## src/rtl/stack_seq_pkg.sv

```systemverilog
// Shared definitions for the stack operation sequencer: default sizes,
// opcode encodings and the sequencer state enumeration.
package stack_seq_pkg;

  localparam int WORD_DEF     = 8;
  localparam int LENGTH_DEF   = 64;
  localparam int POINTERL_DEF = 6;

  localparam logic [2:0] OP_PUSH = 3'd0;
  localparam logic [2:0] OP_POP  = 3'd1;
  localparam logic [2:0] OP_PEEK = 3'd2;
  localparam logic [2:0] OP_DUP  = 3'd3;
  localparam logic [2:0] OP_ADD  = 3'd4;
  localparam logic [2:0] OP_SUB  = 3'd5;

  typedef enum logic [3:0] {
    IDLE,
    PUSH,
    POP1,
    CAP1,
    POP2,
    CAP2,
    PUSHR,
    TOS,
    RESP
  } state_t;

endpackage

```

## src/rtl/stack_op_sequencer.sv

```systemverilog
// Sequences stack commands (PUSH/POP/PEEK/DUP/ADD/SUB) onto an external
// single-port stack through one-cycle strobes and returns one response
// per command through a valid/ready handshake.
module stack_op_sequencer
  import stack_seq_pkg::*;
#(
  parameter int WORD     = WORD_DEF,
  parameter int LENGTH   = LENGTH_DEF,
  parameter int POINTERL = POINTERL_DEF
) (
  input  logic                clk,
  input  logic                rst,
  input  logic                cmd_valid,
  output logic                cmd_ready,
  input  logic [2:0]          cmd_op,
  input  logic [WORD-1:0]     cmd_data,
  output logic                res_valid,
  input  logic                res_ready,
  output logic [WORD-1:0]     res_data,
  output logic                res_err,
  output logic                st_push,
  output logic                st_pop,
  output logic                st_tos,
  output logic [WORD-1:0]     st_d_in,
  input  logic [WORD-1:0]     st_d_out,
  output logic [POINTERL-1:0] depth
);

  // One entry is kept in reserve: pushes stop at LENGTH-1 entries.
  localparam logic [POINTERL-1:0] FULL = POINTERL'(LENGTH - 1);
  localparam logic [POINTERL-1:0] ONE  = POINTERL'(1);
  localparam logic [POINTERL-1:0] TWO  = POINTERL'(2);

  state_t          state, next_state;
  logic [2:0]      op_q;
  logic [WORD-1:0] data_q;
  logic [WORD-1:0] a_q;
  logic [WORD-1:0] b_q;
  logic [WORD-1:0] result;
  logic            cmd_legal;
  logic            accept;

  function automatic logic legal(input logic [2:0] op, input logic [POINTERL-1:0] d);
    case (op)
      OP_PUSH:         legal = (d < FULL);
      OP_POP, OP_PEEK: legal = (d >= ONE);
      OP_DUP:          legal = (d >= ONE) && (d < FULL);
      OP_ADD, OP_SUB:  legal = (d >= TWO);
      default:         legal = 1'b0;
    endcase
  endfunction

  // A is the former top of stack, B the entry beneath it; DUP re-pushes A.
  function automatic logic [WORD-1:0] alu(input logic [2:0] op,
                                          input logic [WORD-1:0] a,
                                          input logic [WORD-1:0] b);
    case (op)
      OP_ADD:  alu = a + b;
      OP_SUB:  alu = b - a;
      default: alu = a;
    endcase
  endfunction

  assign cmd_ready = (state == IDLE);
  assign accept    = cmd_ready && cmd_valid;
  assign cmd_legal = legal(cmd_op, depth);
  assign result    = alu(op_q, a_q, b_q);

  // State register.
  always_ff @(posedge clk or negedge rst) begin
    if (!rst) state <= IDLE;
    else      state <= next_state;
  end

  // Next-state selection and per-state stack strobes.
  always_comb begin
    next_state = state;
    st_push    = 1'b0;
    st_pop     = 1'b0;
    st_tos     = 1'b0;
    st_d_in    = '0;
    case (state)
      IDLE: begin
        if (cmd_valid) begin
          if (!cmd_legal) next_state = RESP;
          else begin
            case (cmd_op)
              OP_PUSH:                next_state = PUSH;
              OP_PEEK, OP_DUP:        next_state = TOS;
              default:                next_state = POP1;
            endcase
          end
        end
      end
      PUSH: begin
        st_push    = 1'b1;
        st_d_in    = data_q;
        next_state = RESP;
      end
      POP1: begin
        st_pop     = 1'b1;
        next_state = CAP1;
      end
      TOS: begin
        st_tos     = 1'b1;
        next_state = CAP1;
      end
      CAP1: begin
        case (op_q)
          OP_POP, OP_PEEK: next_state = RESP;
          OP_DUP:          next_state = PUSHR;
          default:         next_state = POP2;
        endcase
      end
      POP2: begin
        st_pop     = 1'b1;
        next_state = CAP2;
      end
      CAP2: next_state = PUSHR;
      PUSHR: begin
        st_push    = 1'b1;
        st_d_in    = result;
        next_state = RESP;
      end
      RESP: if (res_ready) next_state = IDLE;
      default: next_state = IDLE;
    endcase
  end

  // Command latch, operand capture, depth tracking and response registers.
  always_ff @(posedge clk or negedge rst) begin
    if (!rst) begin
      op_q      <= '0;
      data_q    <= '0;
      a_q       <= '0;
      b_q       <= '0;
      depth     <= '0;
      res_valid <= 1'b0;
      res_err   <= 1'b0;
      res_data  <= '0;
    end else begin
      if (accept) begin
        op_q   <= cmd_op;
        data_q <= cmd_data;
        if (!cmd_legal) begin
          res_valid <= 1'b1;
          res_err   <= 1'b1;
          res_data  <= '0;
        end
      end
      case (state)
        PUSH: begin
          depth     <= depth + ONE;
          res_valid <= 1'b1;
          res_err   <= 1'b0;
          res_data  <= data_q;
        end
        POP1, POP2: depth <= depth - ONE;
        CAP1: begin
          a_q <= st_d_out;
          if (op_q == OP_POP || op_q == OP_PEEK) begin
            res_valid <= 1'b1;
            res_err   <= 1'b0;
            res_data  <= st_d_out;
          end
        end
        CAP2: b_q <= st_d_out;
        PUSHR: begin
          depth     <= depth + ONE;
          res_valid <= 1'b1;
          res_err   <= 1'b0;
          res_data  <= result;
        end
        RESP: begin
          if (res_ready) begin
            res_valid <= 1'b0;
            res_err   <= 1'b0;
          end
        end
        default: ;
      endcase
    end
  end

endmodule
```

## config.mk

```make
export PLATFORM = sky130hd
export DESIGN_NAME = stack_op_sequencer
export DESIGN_NICKNAME = d
export VERILOG_FILES = /design/src/rtl/stack_seq_pkg.sv /design/src/rtl/stack_op_sequencer.sv
export SDC_FILE = /design/constraint.sdc
export NUM_CORES = 1
export LEC_CHECK = 0
export BUFFER_PORTS_ARGS = -buffer_cell sky130_fd_sc_hd__clkbuf_2
export CORE_ASPECT_RATIO = 0.7
export CORE_UTILIZATION = 60
export DETAILED_ROUTE_END_ITERATION = 8
export GPL_TIMING_DRIVEN = 1
export PLACE_DENSITY = 0.85
export SETUP_SLACK_MARGIN = 0.02
export SYNTH_ARGS = -nofsm -noshare
export SYNTH_HDL_FRONTEND = slang
export SYNTH_SLANG_ARGS = --single-unit
```

## constraint.sdc

```tcl
create_clock -name clk -period 6.68 [get_ports clk]
set_input_delay 0.668 -clock clk [delete_from_list [all_inputs] [get_ports clk]]
set_output_delay 0.668 -clock clk [all_outputs]
set_load 0.05 [all_outputs]
```

* Word-level counts from Yosys, hierarchy flattened
Cells that the tools add are included. W data, S select, Z words.
Cells by class: $lt $le $gt $ge 3, equality and inequality tests 20, muxes and demuxes 27, reduce and logical (&&, ||, !) cells 14, add/sub/neg operators 4
Operators with widths (number):
- $pmux W8 S2 | 2
- $pmux W4 S7 | 1
- $mux W8 | 3
- $pmux W8 S3 | 1
- $eq A4 B3 Y1 const B | 4
- $reduce_or A2 Y1 | 7
- $eq A3 B2 Y1 const B | 4
- $eq A3 B3 Y1 const B | 4
- $mux W4 | 3
- $pmux W6 S2 | 1
- $mux W1 | 11
- $add A8 B8 Y8 | 1
- $eq A4 B2 Y1 const B | 2
- $pmux W4 S2 | 1
- $sub A8 B8 Y8 | 1
- $add A6 B1 Y6 const B | 1
- $eq A3 B1 Y1 const B | 2
- $ge A6 B1 Y1 const B | 1
- $ge A6 B2 Y1 const B | 1
- $lt A6 B6 Y1 const B | 1
- $pmux W1 S3 | 2
- $pmux W3 S2 | 1
- $sub A6 B1 Y6 const B | 1
- $eq A4 B1 Y1 const B | 1
- 9 further kinds | 11
Storage, ports and cells: bits in registers 47, input port bits 23, output and inout bits 28

* Depth between registers and ports, before layout
Gate-level depths: netlist of the first run.
word-level depth 7, depth in mapped cells 13

* Worst setup path before layout of the first run
No wires, ideal clock.
kind reg2out, start point reg op_q[2], end point out st_d_in[5], stages on the path, launching flop included 14, data arrival time 3.163 ns, data required time 6.012 ns, buffers on the path 1, path slack 2.849 ns, path through dfrtp_1 > clkbuf_1 > nor2b_1 > nand2_1 > nor2_1 > a21o_1 > inv_1 > ha_1 > nor2b_1 > o31a_1 > o21ai_0 > nand2b_1 > xnor2_1 > o21ai_0
On the way: cells in the longest elaborated chain, start to end 3, elaborated cells between the ends (all ways) 4
RTL lines:
- start: declaration | line stack_op_sequencer.sv:35 | logic [2:0] op_q;
- start signal: assignment | line stack_op_sequencer.sv:143 | op_q <= cmd_op;
- $eq A3 B3 Y1 | line stack_op_sequencer.sv:57 | case (op)
- $pmux W8 S2 (*) | line stack_op_sequencer.sv:57
- $pmux W8 S2 (*) | line stack_op_sequencer.sv:82 | case (state)
- end: declaration | line stack_op_sequencer.sv:24 | output logic [WORD-1:0] st_d_in,
Mark *: on every way between the ends. The rest lies on a longest branch, timed or not.

* Worst setup path in the final report of the first run
start point reg a_q[0], end point out st_d_in[7]
On the way: cells in the longest elaborated chain, start to end 3, elaborated cells between the ends (all ways) 4
RTL lines:
- start: declaration | line stack_op_sequencer.sv:37 | logic [WORD-1:0] a_q;
- start signal: assignment | line stack_op_sequencer.sv:160 | a_q <= st_d_out;
- $sub A8 B8 Y8 or $add A8 B8 Y8 (tied branches) | line stack_op_sequencer.sv:59, stack_op_sequencer.sv:58
- $pmux W8 S2 (*) | line stack_op_sequencer.sv:57
- $pmux W8 S2 (*) | line stack_op_sequencer.sv:82
Marks and branches as above.

==> results of run 1 <==
[synth_stat cells, types with 3 or more instances]
library cell	count	area share, %
mux2_2	12	4.8
ha_1	12	5.4
xnor2_1	12	3.8
and3_1	4	0.89
xor2_1	6	1.9
buf_6	3	1.2
a21oi_1	9	1.6
dfrtp_1	47	42
clkbuf_1	7	0.94
o31ai_1	3	0.80
a22o_1	3	0.94
o21a_1	3	0.80
o21ai_0	23	4.1
nand2_1	48	6.4
nand3_1	4	0.72
a221o_1	6	2.1
nor2b_1	5	1.1
nor2_1	15	2.0
nor3_1	6	1.1
nand2b_1	5	1.1
a22oi_1	9	2.4
inv_1	12	1.6
[metrics by stage]
step                      util, %  instance area, µm²  setup WS, ps  instances  power [mW]
after global placement       69.1                3050          3410        388        1.59
after CTS                    72.2                3180          2900        396        1.89
after floorplan                 -                2800          2850        295        1.41
final                        72.2                3180          2870        396        1.90
after global routing         72.2                3180          2650        396        2.02
after detailed placement     69.1                3050          3370        388        1.62
[critical path, delay by kind of cell, from the launching register on]
kind,cells,cell delay [ps]
simple gates,2,180
flops,1,430
buf+inv,2,430
xor+xnor,2,290
compound gates,4,1050
fa+ha+maj,2,450
[final timing paths]
| kind | from | to | cells past startpoint |
|---|---|---|---|
| setup / recovery | a_q[0] | st_d_in[7] | 12 |
| hold / removal | rst | state[3] | 2 |
| setup reg to reg | a_q[0] | res_data[7] | 12 |
| hold reg to reg | data_q[4] | data_q[4] | 2 |
| max in group asynchronous | rst | data_q[5] | 2 |
| min in group clk | data_q[4] | data_q[4] | 2 |
[state kept, by name (all words and copies together) (netlist names)]
signal	flops
a_q	8
b_q	8
data_q	8
res_data	8
depth	6
state	4
op_q	3
res_err	1
res_valid	1
[layer usage]
layer | global-route usage (%) | up-vias
met4 | 9.20 | 0
met2 | 43.0 | 104
met5 | 0 | -
met3 | 5.99 | 10
met1 | 42.2 | 1132
li1 | - | 1131
[logic make-up after synthesis]
logic type	count (synthesis)	share of synthesized area (%)
flops	47	42.0
xor+xnor	18	5.63
mux	12	4.83
compound gates	75	18.8
fa+ha+maj	13	6.08
buf+inv	26	4.65
simple gates	104	18.0
[area by class of cell]
type / instances / area (µm²) / share of cell area (%)
multi-input cells: 222 / 1490 / 47.0
flip-flops and latches: 47 / 1180 / 37.0
repair buffers: 51 / 258 / 8.11
clock buffers: 6 / 72.6 / 2.28
well taps: 55 / 68.8 / 2.17
clock inverters: 2 / 60.1 / 1.89
inverters: 13 / 50.0 / 1.57
[power by group]
part / internal (mW) / switching (mW) / leakage, nW / total, mW
Sequential: 0.413 / 0.146 / 0.590 / 0.559
Combinational: 0.398 / 0.691 / 0.889 / 1.09
Clock: 0.150 / 0.0987 / 0.0654 / 0.248
==> impl_metrics.py, run 1 <==
metrics = {
    "global_route": {
        "grt_use_total_pct": 28.7,
        "overflow": 0,
        "grt_pass1_vias": 2208,
        "antenna_found_initial": 0,
        "grt_max_degree": 48,
        "grt_pass1_wl_um": 10900,
    },
    "detailed_routing": {
        "wirelength_met1_um": 3210,
        "drcViolationCount": 0,
        "top_layer_used": "met4",
        "wl_met2_um": 2900,
        "wl_um": 6620,
        "drtIter0Drc": 229,
        "wl_per_cell_um": 16.7,
        "wl_met3_um": 435,
        "drt_pass1_iterations": 4,
        "drtAntennaViolNets": 0,
        "vias_per_cell": 6.00,
        "via_count": 2377,
    },
    "cts": {
        "clock_path_buffers": 2,
        "cts_setup_buffers": 0,
        "cts.hold.buffers_added": 0,
        "cts_tree": "done",
        "cts_resized": 0,
        "cts_num_sinks": 47,
        "cts_buffers": 5,
        "htree_levels": 2,
        "clk_pin_slew_worst_paths_ps": 80,
        "clock_latency_ps": 310,
        "root_buffer": "clkbuf_8",
    },
    "timing": {
        "rsz0062_at_grt": "false",
        "fin_skew_ps": 5.32,
        "clock.fmax_mhz": 263,
        "maxSlewHeadroom_pct": 52.4,
        "tightest_slew_ps": 711,
        "min_period_ps": 3810,
        "final_hold_viol_count": 0,
        "fin_crit_sh_pct": 57.0,
        "slew_violations": 0,
        "finalSetupViolCount": 0,
        "finalSetupTns_ps": 0,
        "hold_slack_ps": 444,
    },
    "setup_path": {
        "crit_path_start_kind": "register",
        "critPathKind": "reg2out",
        "path_cells": "inv_1, ha_1, nand2b_1, o41ai_1, xor2_1, ha_1, a21oi_1, nand2_1, o21ai_0, xnor2_1, o21ai_0, clkbuf_2",
        "reg2reg_slack_ps": 3850,
        "slowest_stage": "dfrtp_1",
        "critical_path_arrival_ps": 3140,
        "crit_fanout": 4,
        "critPathRequiredTime_ps": 6010,
        "slowest_delay_ps": 430,
        "critPathCaptureType": "primary output",
    },
    "floorplanning": {
        "core-area_mm2": 0.00440,
        "initial_core_util_pct": 63.6,
        "die_area_mm2": 0.00495,
        "die_y_um": 59.1,
        "boundaryPins": 51,
        "row_count": 20,
        "dieWidth_um": 83.6,
    },
    "pwr": {
        "ir_drop_mv": 0.326,
        "cellPowerDensity_mw_per_mm2": 597,
        "leakage_nw": 1.54,
    },
    "cells_and_area": {
        "fillers": 344,
        "fin_nets": 376,
        "layout_common_cells": "clkbuf_2, nand2_1, dfrtp_1",
        "drive_above_1_share_pct": 23.2,
        "syn2layout_area_growth_pct": 13.5,
        "n_antenna_cell": 0,
        "final_common_cell": "clkbuf_2",
    },
    "placed_design": {
        "port_buffers": 50,
        "place.gp.congestion": 0.872,
        "dpl.hpwl_um": 4650,
    },
    "synth": {
        "ys_seq_area_share_pct": 42.0,
        "yosys_warnings": 0,
        "synth.net_count": 331,
        "ys_types": 54,
        "synth-seq-cells": 47,
        "syn_area_mm2": 0.00280,
        "syn_avg_cell_area_um2": 9.49,
        "synth_ff_type": "dfrtp_1",
        "netlist_instances": 295,
        "synth_edf_count": 0,
        "async_flop_share_pct": 100,
    },
    "run_status": {
        "status": "finished clean",
    },
    "hold_path": {
        "worst_hold_path_type": "in2async",
    },
    "flow_run": {
        "maxCapViolCount": 0,
    },
}
Power figures use the tool's default switching activity.
==> run 2: changes to the inputs <==
Settings changed: ABC_AREA set to 1, CORE_UTILIZATION 60 to 51, PLACE_DENSITY 0.85 to 0.76.
Clock period 6.68 ns to 3.15 ns, I/O delays scaled along.
==> impl_metrics.py, run 2 <==
metrics = {
    "timing": {
        "fin_crit_sh_pct": 92.6,
        "fin_skew_ps": 6.02,
        "clock.fmax_mhz": 343,
        "rsz0062_at_grt": "false",
        "maxSlewHeadroom_pct": 39.0,
        "min_period_ps": 2920,
        "tightest_slew_ps": 915,
        "slew_violations": 0,
        "final_hold_viol_count": 0,
        "finalSetupViolCount": 0,
        "finalSetupTns_ps": 0,
    },
    "flow_run": {
        "maxCapViolCount": 0,
    },
    "cts": {
        "clock_path_buffers": 2,
        "cts_tree": "done",
        "htree_levels": 2,
        "clock_latency_ps": 300,
        "cts_buffers": 5,
        "cts_num_sinks": 47,
        "clk_pin_slew_worst_paths_ps": 90,
        "cts.hold.buffers_added": 0,
        "root_buffer": "clkbuf_8",
    },
    "floorplanning": {
        "boundaryPins": 51,
        "core-area_mm2": 0.00545,
        "row_count": 22,
        "initial_core_util_pct": 54.9,
        "die_area_mm2": 0.00619,
        "die_y_um": 66.1,
        "dieWidth_um": 93.6,
    },
    "synth": {
        "synth_mux_area_share_pct": 3.01,
        "synth_top_cells_by_area": "dfrtp_1, nand2_1, inv_1",
        "synth_ff_type": "dfrtp_1",
        "ys_types": 33,
        "ys_seq_area_share_pct": 39.3,
        "yosysTopAreaCellShare_pct": 39.3,
        "yosys_warnings": 0,
        "synth_edf_count": 0,
        "netlist_instances": 393,
        "synth_most_common_cell": "nand2_1",
        "yosysTopAreaCell": "dfrtp_1",
        "synth_xor_area_share_pct": 3.80,
        "synth.net_count": 429,
        "synthSimpleGateAreaFrac_pct": 28.9,
        "synth_fa_ha_area_share_pct": 5.68,
        "synth_top_family_by_area": "simple AND/OR/NAND/NOR gates",
        "synth_compound_area_share_pct": 9.78,
        "syn_area_mm2": 0.00299,
        "synth-seq-cells": 47,
        "ys_top_cells_by_count": "nand2_1, inv_1, dfrtp_1",
        "syn_avg_cell_area_um2": 7.62,
        "async_flop_share_pct": 100,
    },
    "setup_path": {
        "crit_path_start": "a_q[0]",
        "slowest_delay_ps": 410,
        "crit_path_start_kind": "register",
        "r2r_start": "a_q[0]",
        "critical_path_arrival_ps": 2600,
        "crit_fanout": 4,
        "critPathKind": "reg2out",
        "slowest_stage": "dfrtp_1",
        "path_cells": "inv_2, ha_2, nand3_1, nand2_1, xor2_1, inv_1, ha_4, nand2_1, inv_1, nand4_1, nand3_1, nand2_1, nand3_1, nand3_1, nand2_1, buf_6",
        "critPathCaptureType": "primary output",
        "critPathRequiredTime_ps": 2830,
    },
    "hold_path": {
        "worst_hold_path_type": "in2async",
    },
    "global_route": {
        "grt_pass1_vias": 2695,
        "grt_use_total_pct": 26.6,
        "grt_pass1_wl_um": 12600,
        "grt_max_degree": 38,
        "antenna_found_initial": 1,
        "overflow": 0,
    },
    "cells_and_area": {
        "final_common_cell": "nand2_1",
        "fin_nets": 483,
        "drive_above_1_share_pct": 21.7,
        "layout_common_cells": "nand2_1, inv_1, dfrtp_1",
        "n_antenna_cell": 0,
        "syn2layout_area_growth_pct": 16.9,
        "fillers": 480,
    },
    "detailed_routing": {
        "drtAntennaViolNets": 0,
        "vias_per_cell": 5.32,
        "wl_per_cell_um": 14.5,
        "wl_um": 7530,
        "via_count": 2762,
        "drt_pass1_iterations": 4,
        "drtIter0Drc": 165,
        "drcViolationCount": 0,
    },
    "placed_design": {
        "place.gp.congestion": 0.919,
        "port_buffers": 50,
        "dpl.hpwl_um": 5710,
    },
    "run_status": {
        "status": "finished clean",
    },
}
==> run 2: worst max-delay path, delay by kind of cell (launching register included) <==
kind / cells / cell delay, ps
xor+xnor: 1 / 150
fa+ha+maj: 2 / 500
buf+inv: 4 / 430
flops: 1 / 410
simple gates: 9 / 820
==> run 2: cell families (layout without fill, tap and decap cells) <==
logic type | count (synthesis) | count (layout)
xor+xnor | 13 | 13
mux | 8 | 8
compound gates | 49 | 49
flops | 47 | 47
buf+inv | 70 | 124
simple gates | 193 | 193
fa+ha+maj | 13 | 13
==> run 2: repair_timing <==
action,CTS,global route
endpoints found under the setup margin,0,6
resized for setup,0,28
setup buffers,0,2
==> run 2: through the flow <==
step | instance area (µm²) | utilization (%) | hold slack (ps) | setup WS (ps) | cells
CTS | 3400 | 62.4 | 171 | 50.1 | 517
global route | 3500 | 64.2 | 215 | 31.7 | 519
finish | 3500 | 64.2 | 134 | 232 | 519
global placement | 3300 | 60.5 | 462 | 412 | 510
detailed placement | 3300 | 60.5 | 467 | 386 | 510
floorplan | 2990 | - | 19.4 | 649 | 393
==> run 2: final cells by class <==
| class | count | area (µm²) | share of cell area [%] |
|---|---|---|---|
| multi-input cells | 276 | 1600 | 45.6 |
| flip-flops and latches | 47 | 1180 | 33.6 |
| repair buffers | 53 | 294 | 8.40 |
| inverters | 64 | 240 | 6.86 |
| well taps | 72 | 90.1 | 2.57 |
| clock buffers | 6 | 72.6 | 2.07 |
| clock inverters | 1 | 30.0 | 0.858 |
==> run 2: layer usage <==
layer / vias up / part of all wire, % / track usage (%)
met5: - / 0 / 0
met2: 78 / 44 / 42.0
met3: 4 / 7.1 / 5.75
met4: 0 / 0.39 / 3.08
li1: 1367 / - / -
met1: 1313 / 48 / 38.7
==> run 2: final timing paths <==
kind / to / cells past startpoint / slack [ps]
max: st_d_in[5] / 16 / 230
min: res_err / 1 / 130
max reg2reg: res_data[3] / 15 / 830
min reg2reg: res_data[1] / 2 / 500
max in group asynchronous: depth[0] / 2 / 2310
min in group clk: data_q[5] / 2 / 240
Power of run 2 is left out: the tool's default activity adds up to more than one toggle a clock period on the data nets, which glitch-free logic cannot reach.
